File: src/rtl/rr_arbiter.sv
// ============================================================================
// Module   : rr_arbiter (with helper priority_encoder)
// Brief    : Registered round-robin / fixed-priority arbiter with hold-on-ack
//            or hold-while-requesting grant release.
// Revision : 1.0 - initial release
// ============================================================================
`default_nettype none

module priority_encoder #(
  parameter int WIDTH             = 4,
  parameter int LSB_HIGH_PRIORITY = 1
) (
  input  logic [WIDTH-1:0]         input_unencoded,
  output logic                     output_valid,
  output logic [$clog2(WIDTH)-1:0] output_encoded
);

  localparam int c_W = $clog2(WIDTH);

  always_comb begin
    output_valid   = |input_unencoded;
    output_encoded = '0;
    // Scan from the losing end so the last hit is the winner.
    if (LSB_HIGH_PRIORITY != 0) begin
      for (int i = WIDTH - 1; i >= 0; i--) begin
        if (input_unencoded[i]) output_encoded = c_W'(i);
      end
    end else begin
      for (int i = 0; i < WIDTH; i++) begin
        if (input_unencoded[i]) output_encoded = c_W'(i);
      end
    end
  end

endmodule

module rr_arbiter #(
  parameter int PORTS             = 4,
  parameter int ROUND_ROBIN       = 1,
  parameter int BLOCK_ACK         = 1,
  parameter int LSB_HIGH_PRIORITY = 1
) (
  input  logic                     clk,
  input  logic                     rst,
  input  logic [PORTS-1:0]         request,
  input  logic [PORTS-1:0]         acknowledge,
  output logic [PORTS-1:0]         grant,
  output logic                     grant_valid,
  output logic [$clog2(PORTS)-1:0] grant_encoded
);

  localparam int c_W = $clog2(PORTS);

  typedef enum logic [0:0] {
    ST_IDLE    = 1'b0,
    ST_GRANTED = 1'b1
  } state_t;

  state_t           r_state;
  logic [PORTS-1:0] r_grant;
  logic [PORTS-1:0] r_mask;
  logic [c_W-1:0]   r_enc;

  logic             w_req_valid;
  logic [c_W-1:0]   w_req_enc;
  logic [c_W-1:0]   w_win_enc;
  logic [PORTS-1:0] w_next_mask;
  logic             w_hold;

  priority_encoder #(
    .WIDTH            (PORTS),
    .LSB_HIGH_PRIORITY(LSB_HIGH_PRIORITY)
  ) u_pe_req (
    .input_unencoded(request),
    .output_valid   (w_req_valid),
    .output_encoded (w_req_enc)
  );

  generate
    if (ROUND_ROBIN != 0) begin : g_rr
      logic           w_msk_valid;
      logic [c_W-1:0] w_msk_enc;

      priority_encoder #(
        .WIDTH            (PORTS),
        .LSB_HIGH_PRIORITY(LSB_HIGH_PRIORITY)
      ) u_pe_msk (
        .input_unencoded(request & r_mask),
        .output_valid   (w_msk_valid),
        .output_encoded (w_msk_enc)
      );

      // An empty masked set means the rotation wrapped past the last port.
      assign w_win_enc = w_msk_valid ? w_msk_enc : w_req_enc;
    end else begin : g_fixed
      assign w_win_enc = w_req_enc;
    end
  endgenerate

  always_comb begin
    w_next_mask = '0;
    for (int i = 0; i < PORTS; i++) begin
      if (LSB_HIGH_PRIORITY != 0) w_next_mask[i] = (c_W'(i) > w_win_enc);
      else                        w_next_mask[i] = (c_W'(i) < w_win_enc);
    end
  end

  assign w_hold = (r_state == ST_GRANTED) &&
                  ((BLOCK_ACK != 0) ? !acknowledge[r_enc] : request[r_enc]);

  always_ff @(posedge clk) begin
    if (rst) begin
      r_state <= ST_IDLE;
      r_grant <= '0;
      r_enc   <= '0;
      r_mask  <= '1;
    end else if (!w_hold) begin
      if (w_req_valid) begin
        r_state <= ST_GRANTED;
        r_grant <= {{(PORTS-1){1'b0}}, 1'b1} << w_win_enc;
        r_enc   <= w_win_enc;
        r_mask  <= w_next_mask;
      end else begin
        r_state <= ST_IDLE;
        r_grant <= '0;
        r_enc   <= '0;
      end
    end
  end

  assign grant         = r_grant;
  assign grant_encoded = r_enc;
  assign grant_valid   = (r_state == ST_GRANTED);

endmodule

`default_nettype wire

File: config.mk
export PLATFORM = sky130hd
export DESIGN_NAME = rr_arbiter
export DESIGN_NICKNAME = d
export VERILOG_FILES = /design/src/rtl/rr_arbiter.sv
export SDC_FILE = /design/constraint.sdc
export NUM_CORES = 1
export LEC_CHECK = 0
export ABC_AREA = 1
export BUFFER_PORTS_ARGS = -buffer_cell sky130_fd_sc_hd__buf_2
export CAP_MARGIN = 15
export CORE_AREA = 2 2 39 41
export CTS_CLUSTER_DIAMETER = 200
export DETAILED_ROUTE_END_ITERATION = 8
export DIE_AREA = 0 0 41 43
export GPL_TIMING_DRIVEN = 0
export PLACE_DENSITY = 0.66
export SETUP_SLACK_MARGIN = 0.3
export SLEW_MARGIN = 15
export SYNTH_ARGS = -nofsm -noshare
export SYNTH_HDL_FRONTEND = slang
export SYNTH_SLANG_ARGS = --single-unit
File: constraint.sdc
create_clock -name clk -period 1.45 [get_ports clk]
set_input_delay 0.2175 -clock clk [delete_from_list [all_inputs] [get_ports clk]]
set_output_delay 0.2175 -clock clk [all_outputs]
set_load 0.005 [all_outputs]
# Word-level counts from Yosys, hierarchy flattened
# Index checks and enable logic that the tools add are counted.
# op_classes
n_bitwise	2
n_reduce_logical	5
mux	14
magnitude_cmp	5
shifts	1
# ops
op	count
$mux 2	10
$reduce_or 4->1	2
$and 4x4->4	1
$gt 1x2->1 const A	2
$gt 2x2->1 const A	2
$mux 4	1
$shl 1x2->4 const A	1
$lt 2x3->1 const B	1
$bmux 1 s2	1
$mux 1	2
$reduce_and 2->1	1
$logic_and 1x1->1	1
$logic_not 1->1	1
$not 1->1	1
# word_totals
out_inout_bits	7
wordCells	31
regBits	11

# Longest topological paths before layout
# Gate-level depths: netlist of run 1.
# logic_depth
word_depth	8
mapped_depth	10

# Modules after synthesis
# Synthesis of run 1 repeated with hierarchy kept, for this count alone.
# hier_totals
hier_cells	105
hier_area_um2	710.7
# by_module_without_submodules
module	area_per_inst_um2	cells_per_inst	instances
rr_arbiter	618.1	87	1
priority_encoder	46.3	9	2

# Worst setup path before layout of run 1
# OpenSTA, ideal clock, no wires.
# synth_timing
path_kind	reg-to-reg
startpoint	reg r_enc[0] (netlist: grant_encoded[0])
endpoint	reg r_mask[2]
arrival_ps	980
synth_period_minus_slack_ps	1104
slack_ps	346
path_stages_with_launch	8
path_cell_list	dfxtp_1 nor2_1 nor2_2 nand2_2 nand3_4 nand2_4 a21oi_1 o21ai_0
# synth_between
elab_chain_len	6
# synth_lines
item	line	rtl
from (decl)	62	logic [c_W-1:0] r_enc;
from (signal assigned)	121	r_enc <= w_win_enc;
$bmux 1 s2	109	((BLOCK_ACK != 0) ? !acknowledge[r_enc] : request[r_enc]);
$mux 1 (implied by the code)	109	
$logic_not 1->1	109	
$logic_and 1x1->1	108	assign w_hold = (r_state == ST_GRANTED) &&
$not 1->1 (no source line)	-	
$reduce_and 2->1 (no source line)	-	
to (signal assigned)	122	r_mask <= w_next_mask;
to (decl)	61	logic [PORTS-1:0] r_mask;
# No other way between the ends. The select of a mux whose other input is x is not followed.
# A chain may end at the register's enable or synchronous reset.

# Worst setup path after layout of run 1
# Ends and elaborated chain as after synthesis.

==> reports/qor.csv, run 1 <==
stage,metric,value,unit
power,internal power,0.000568,W
global_routing,global route overflow,0,
setup_path,CP cell instances,inv_2 -> nand2_2 -> nand3_4 -> nand3_4 -> nand2_4 -> a21oi_2 -> o21ai_1,
power,PwrDens,1090,mW/mm2
setup_path,worst setup path endpoint,r_mask[2]$_SDFFE_PP1P_,
min_path,worst min path class,input pin to flop,
place,Inst Count DP,119,
sta,Final Hold Viols,0,
power,leakage power,0.395,nW
cts,cts hold-fix bufs,0,
sta,Slew Limit Fails,0,
run,MaxCap Viol Count,0,
setup_path,CP most frequent cell,nand3_4,
synth,ys flop type,dfxtp_1,
power,net switching power,0.000305,W
cts,CTS Buf Count,3,
setup_path,CP Depth,7,
place,pre-CTS setup slack,0.240,ns
sta,Tmin final,1.15,ns
route,wire length per cell,9.98,um
power,VDD IR max,632,uV
die,Core Footprint,0.00138,mm2
cells_and_area,Non-Filler Instances,126,
global_routing,largest net degree at the start of global routing,11,
sta,period utilisation layout,79.4,%
setup_path,Worst R2R End,r_mask[2]$_SDFFE_PP1P_,
place,Port Buffers,15,
die,Die H,43,um
power,Sequential Power Share,44.1,%
synth,"Seq/Total Area, Yosys",38.2,%
synth,Yosys top cell by area,dfxtp_1,
setup_path,Critical Path End Type,flop,
cts,clock tree root buffer cell,clkbuf_4,
synth,Synth Area per Inst,6.55,um2
route,TritonRoute pass-1 iters,4,
sta,Final WS setup,0.299,ns
synth,syn_nets,98,
die,Row Count,14,
sta,fmax,869,MHz
setup_path,buffers and inverters on the worst path,1,
cells_and_area,synthesis-to-layout area growth,38.4,%
synth,Synth Warn #,0,
synth,Synth top area share,38.2,%
setup_path,CP top delay family,simple AND/OR/NAND/NOR gates,
setup_path,Worst Setup SP,grant_encoded[0]$_SDFFE_PP0N_,
cts,Clock transition at path regs,0.06,ns
power,sw frac,34.9,%
setup_path,Worst Setup Start Kind,flop,
cts,H-tree depth,1,
synth,most area-consuming cells after synthesis,"dfxtp_1 38%, nand2_1 16%, inv_1 9.1%, nor2_1 7.2%, a21oi_1 6.1%",
global_routing,antenna violations before repair,0,
route,Vias/cell,4.75,
global_routing,vias in the first global route,495,
setup_path,CP max stage cell,dfxtp_4,
power,logic gate share of total power,32.1,%
synth,"FF+latch count, synth",11,
outcome,outcome,"finished, final reports clean",
cells_and_area,nets,121,
route,overall routed net length,1.26,mm
setup_path,internal reg-to-reg setup slack,0.30,ns
place,Final Wtd Congestion,0.819,
route,DR iter-0 viols,16,
sta,Slew @ Worst Pin,0.441,ns
setup_path,critical path class,flop to flop,
setup_path,Max stage delay on crit path,0.39,ns
synth,number of synthesized flops with an enable pin,0,
die,die area,0.00176,mm2
route,met1 WL,513,um
route,top layer in use,met3,
cts,CTS tree,yes,
cells_and_area,share of layout cells above drive strength 1,45.5,%
synth,Synth Cell Area,577,um2
die,initial core utilization,41.7,%
sta,worst rel slew slack,70.6,%
die,IO Pins,17,
cells_and_area,ant diodes,0,
route,DR vias,598,
sta,Setup TNS,0,ns
synth,"FFs w/ async S/R, synth",0,%
sta,Layout Skew,0.000506,ns
route,met2 wire length,675,um
cts,Worst-Skew Late Latency,0.27,ns
global_routing,first-pass GRT wire length,1.97,mm
power,Clk pwr share,23.8,%
synth,most instantiated cells after synthesis,"25 x nand2_1, 14 x inv_1, 11 x dfxtp_1, 11 x nor2_1, 7 x a21oi_1",
setup_path,WP data required,1.61,ns
setup_path,Worst EP arrival,1.31,ns
setup_path,reg2reg start,grant_encoded[0]$_SDFFE_PP0N_,
route,DR WL met3,70,um
route,Final ANT Viol Nets,0,
synth,most common cell in the netlist,nand2_1,
setup_path,crit path max fanout,6,
cts,Sink Count,11,
synth,Gate Count Post-Synth,88,
sta,RSZ-0062 raised after global routing,true,
route,DRC,0,
cts,CTS max path bufs,2,
setup_path,r2r worst-path depth,7,
sta,Final setup viols,0,
global_routing,All-Layer GR Usage,17.3,%
cells_and_area,final core utilization,57.7,%
die,Die Span X,41,um
place,post-DP HPWL,882,um
synth,Synth cell types,17,
-- worst min path at each step --
stage	startpoint	end	slack (ns)	cells past startpoint
global placement	r_mask[0]$_SDFFE_PP1P_	r_mask[0]$_SDFFE_PP1P_	0.44	2
detailed placement	grant[2]$_SDFFE_PP0N_	grant[2]$_SDFFE_PP0N_	0.46	2
finish	rst	grant[0]$_SDFFE_PP0N_	0.33	2
floorplan	r_mask[0]$_SDFFE_PP1P_	r_mask[0]$_SDFFE_PP1P_	0.42	2
CTS	rst	grant[0]$_SDFFE_PP0N_	0.31	2
global route	rst	grant[3]$_SDFFE_PP0N_	0.35	2
-- kinds of logic after synthesis --
kind of cell,synth area share [%]
AOI/OAI and AO/OA,11.5
DFF,38.2
and+or+nand+nor,39.9
buffers and inverters,10.4
-- metal layers --
metal  up-vias  global-route usage (%)
met3         0                    9.42
met2        12                    26.6
met5         -                       0
li1        316                       -
met1       270                    19.3
met4         0                    6.00
-- worst reg2reg max path, delay by kind of cell (launching register included) --
kind	cells	cell delay, ns
AND/OR/NAND/NOR	4	0.40
flip-flops	1	0.39
AO/OA/AOI/OAI	2	0.21
buffers and inverters	1	0.04
-- final cells by class --
type	count	area [um2]
Multi-Input combinational cell	63	382
Buffer	1	3.75
Fill cell	144	586
Sequential cell	11	228
Inverter	15	56.3
Timing Repair Buffer	16	82.6
Clock buffer	4	26.3
Tap cell	16	20.0
-- per-stage QoR --
stage	total power (W)	instance area, um2	hold slack, ns
finish	0.000873	798	0.328
global route	0.000936	798	0.349
CTS	0.000840	736	0.311
detailed placement	0.000598	672	0.458
global placement	0.000592	672	0.436
floorplan	0.000532	577	0.419
-- flip-flops by register name (all words and copies together), names as in the netlist --
register / count
grant_valid: 1
r_mask: 4
grant_encoded: 2
grant: 4
-- timing repair --
| action | in CTS | in global routing |
|---|---|---|
| gates resized for setup | 6 | 21 |
| pin swaps | 5 | 12 |
| setup endpoints to repair | 5 | 9 |
| gates cloned | 2 | 0 |
| buffers inserted | 1 | 0 |
-- layout by cell type (no fill, tap or decap) --
| master | netlist | final |
|---|---|---|
| nand2_4 | 1 | 3 |
| inv_2 | 1 | 2 |
| nor2_4 | 0 | 1 |
| a21oi_4 | 0 | 1 |
| a21oi_1 | 7 | 5 |
| buf_4 | 0 | 1 |
| nand3_2 | 1 | 1 |
| dfxtp_1 | 11 | 7 |
| clkbuf_1 | 0 | 1 |
| buf_2 | 0 | 15 |
| inv_1 | 14 | 13 |
| o21ai_1 | 1 | 3 |
| dfxtp_4 | 0 | 1 |
| nor2_2 | 2 | 3 |
| clkbuf_4 | 0 | 3 |
| nand3_1 | 5 | 5 |
| a21boi_2 | 0 | 1 |
| nand2_1 | 25 | 16 |
| buf_1 | 1 | 1 |
| nand3_4 | 1 | 2 |
| dfxtp_2 | 0 | 3 |
| nand2_2 | 3 | 11 |
| nor2_1 | 11 | 9 |
| a21oi_2 | 1 | 2 |
-- power by group through the flow --
stage	logic (W)	registers (W)	clock network (W)
after floorplan	0.000156	0.000376	0
after CTS	0.000247	0.000376	0.000216
after global placement	0.000217	0.000376	0
final	0.000281	0.000385	0.000208
after global routing	0.000315	0.000391	0.000230
after detailed placement	0.000219	0.000378	0
Note: power is estimated with default switching activity, not from simulation.
==> run 2, diff against run 1 <==
Settings changed: CORE_AREA 2 2 39 41 to not set, CORE_MARGIN set to 2, CORE_UTILIZATION set to 43, DIE_AREA 0 0 41 43 to not set, PLACE_DENSITY 0.66 to 0.68.
Clock period 1.45 ns to 1 ns, I/O delays scaled along.
==> run 2 against run 1 <==
The run now ends with negative setup slack left. First-iteration DRC count is the same. Sequential share of layout area shrank 1.2 points. Clock power grew 45%. Largest cell class unchanged.
==> reports/qor.csv, run 2 (synthesized netlist as in run 1, its figures left out) <==
stage,metric,value,unit,change
route,TritonRoute pass-1 iters,4,,unchanged
cells_and_area,post-route cell area,880,um2,was 798 um2
place,Placed Instance Area,674,um2,was 672 um2
setup_path,Critical Path End Type,flop,,unchanged
die,Die Span X,40.6,um,was 41 um
outcome,failing checks,negative setup slack,,
min_path,Min-Delay Path Depth,2,,unchanged
sta,Slew Limit Fails,0,,unchanged
route,DR vias,632,,was 598
sta,Final setup viols,12,,was 0
die,IO Pins,17,,unchanged
run,MaxCap Viol Count,0,,unchanged
setup_path,Worst EP arrival,1.35,ns,was 1.31 ns
cts,CTS max path bufs,2,,unchanged
setup_path,r2r worst-path depth,7,,unchanged
sta,RSZ-0062 raised after global routing,true,,unchanged
setup_path,crit path max fanout,6,,unchanged
sta,Slew @ Worst Pin,0.521,ns,was 0.441 ns
setup_path,WP data required,1.19,ns,was 1.61 ns
power,PwrDens,1550,mW/mm2,was 1090 mW/mm2
cts,Clock transition at path regs,0.07,ns,was 0.06 ns
die,initial core utilization,45.5,%,was 41.7%
die,die area,0.00165,mm2,was 0.00176 mm2
sta,Layout Skew,0.000299,ns,was 0.000506 ns
setup_path,Max stage delay on crit path,0.40,ns,was 0.39 ns
sta,Final Hold Viols,0,,unchanged
global_routing,largest net degree at the start of global routing,11,,unchanged
global_routing,antenna violations before repair,0,,unchanged
place,post-DP HPWL,833,um,was 882 um
cells_and_area,nets,126,,was 121
route,Final ANT Viol Nets,0,,unchanged
route,DRC,0,,unchanged
cells_and_area,ant diodes,0,,unchanged
cts,CTS tree,yes,,unchanged
min_path,worst min path class,input pin to flop,,unchanged
cts,Worst-Skew Late Latency,0.26,ns,was 0.27 ns
cts,CTS Buf Count,3,,unchanged
sta,worst hold margin,0.307,ns,was 0.328 ns
cells_and_area,most frequent cells in the layout,"18 x nand2_1, 13 x inv_1, 10 x nor2_1, 10 x buf_2, 8 x nand2_2",,"was 16 x nand2_1, 15 x buf_2, 13 x inv_1"
place,pre-CTS setup slack,-0.151,ns,was 0.240 ns
min_path,Worst Hold End,grant[3]$_SDFFE_PP0N_,,was grant[0]$_SDFFE_PP0N_
route,overall routed net length,1.54,mm,was 1.26 mm
setup_path,reg2reg start,grant_encoded[0]$_SDFFE_PP0N_,,unchanged
setup_path,critical path class,flop to flop,,unchanged
die,Die H,40.6,um,was 43 um
route,Vias/cell,4.86,,was 4.75
cells_and_area,share of layout cells above drive strength 1,51.3,%,was 45.5%
setup_path,internal reg-to-reg setup slack,-0.16,ns,was 0.30 ns
setup_path,CP max stage cell,dfxtp_4,,unchanged
sta,fmax,866,MHz,was 869 MHz
die,Row Count,13,,was 14
place,Final Wtd Congestion,0.860,,was 0.819
cells_and_area,"most common cell after layout, fill and taps aside",nand2_1,,unchanged
setup_path,Worst R2R End,grant_encoded[0]$_SDFFE_PP0N_,,was r_mask[2]$_SDFFE_PP1P_
cells_and_area,final core utilization,69.3,%,was 57.7%
die,Core Footprint,0.00127,mm2,was 0.00138 mm2
outcome,outcome,"finished, violations left",,"was finished, final reports clean"
setup_path,CP cell instances,nor2_4 -> nor2_2 -> nand2_2 -> buf_4 -> nand3_2 -> nand3_1 -> a21oi_2,,was inv_2 -> nand2_2 -> nand3_4 -> nand3_4 -> nand2_4 -> a21oi_2 -> o21ai_1
cts,Sink Count,11,,unchanged
sta,period utilisation layout,116,%,was 79.4%
route,DR iter-0 viols,16,,unchanged
cells_and_area,synthesis-to-layout area growth,52.5,%,was 38.4%
cts,H-tree depth,1,,unchanged
place,Port Buffers,15,,unchanged
power,VDD IR max,1040,uV,was 632 uV
setup_path,Worst Setup Start Kind,flop,,unchanged
sta,Tmin final,1.16,ns,was 1.15 ns
power,leakage power,0.429,nW,was 0.395 nW
cts,cts hold-fix bufs,0,,unchanged
global_routing,All-Layer GR Usage,20.8,%,was 17.3%
sta,worst rel slew slack,65.3,%,was 70.6%
cts,clock tree root buffer cell,clkbuf_4,,unchanged
sta,Final WS setup,-0.155,ns,was 0.299 ns
global_routing,vias in the first global route,581,,was 495
global_routing,first-pass GRT wire length,2.22,mm,was 1.97 mm
min_path,hold path start,rst,,unchanged
route,wire length per cell,11.8,um,was 9.98 um
global_routing,global route overflow,0,,unchanged
run 2: cell types whose count changed in the layout (fill, tap and decap cells not counted), sizes merged:
| cell | change |
|---|---|
| buf | +5 |
run 2: final cells by class:
cell class | instances | area, um2
inverter | 15 | 56.3
fill | 104 | 389
tap | 15 | 18.8
timing repair buffer | 21 | 151
multi-input combinational | 63 | 383
clock buffer | 4 | 26.3
buffer | 1 | 3.75
sequential | 11 | 240
run 2: report_power, final:
| part | switching, W | internal (W) | total (W) |
|---|---|---|---|
| registers | 0.0000598 | 0.000508 | 0.000568 |
| clock network | 0.000148 | 0.000154 | 0.000302 |
| logic | 0.000267 | 0.000223 | 0.000490 |
| total | 0.000474 | 0.000885 | 0.00136 |
run 2: through the flow:
stage                     power, W  instances  setup TNS, ns
after floorplan           0.000776         88         -0.209
after CTS                  0.00128        129          -1.06
after global placement    0.000863        118         -0.818
final                      0.00136        130          -1.27
after global routing       0.00144        130          -2.04
after detailed placement  0.000870        118         -0.927
run 2: worst max-delay path: cells and delay by family, from the launching register on:
| kind | cells | cell delay, ns |
|---|---|---|
| AND/OR/NAND/NOR | 5 | 0.43 |
| AO/OA/AOI/OAI | 1 | 0.12 |
| buffers and inverters | 1 | 0.14 |
| flip-flops | 1 | 0.40 |
run 2: worst max-delay path by stage:
stage / startpoint / end / cells after the start
2_1_floorplan: grant_encoded[0]$_SDFFE_PP0N_ / r_mask[3]$_SDFFE_PP1P_ / 8
3_3_place_gp: grant_encoded[0]$_SDFFE_PP0N_ / r_mask[3]$_SDFFE_PP1P_ / 8
3_5_place_dp: grant_encoded[0]$_SDFFE_PP0N_ / r_mask[3]$_SDFFE_PP1P_ / 8
4_1_cts: grant_encoded[0]$_SDFFE_PP0N_ / r_mask[3]$_SDFFE_PP1P_ / 8
5_1_grt: r_mask[2]$_SDFFE_PP1P_ / grant[3]$_SDFFE_PP0N_ / 8
6_report: grant_encoded[0]$_SDFFE_PP0N_ / grant_encoded[0]$_SDFFE_PP0N_ / 7
run 2: per-layer routing:
| layer | part of all wire, % | global-route usage, % | vias up | wire (um) |
|---|---|---|---|---|
| met5 | 0 | 0 | - | 0 |
| met1 | 39 | 20.5 | 284 | 595 |
| met4 | 1.4 | 7.50 | 0 | 21 |
| met3 | 4.4 | 3.26 | 4 | 68 |
| li1 | - | - | 327 | - |
| met2 | 55 | 42.5 | 17 | 851 |
run 2: what timing repair did:
action                                  4_1_cts  5_1_grt
endpoints found under the setup margin       18       18
buffers inserted                              5        1
pin swaps                                    13       10
cloned                                        2        0
gates resized for setup                      25       11
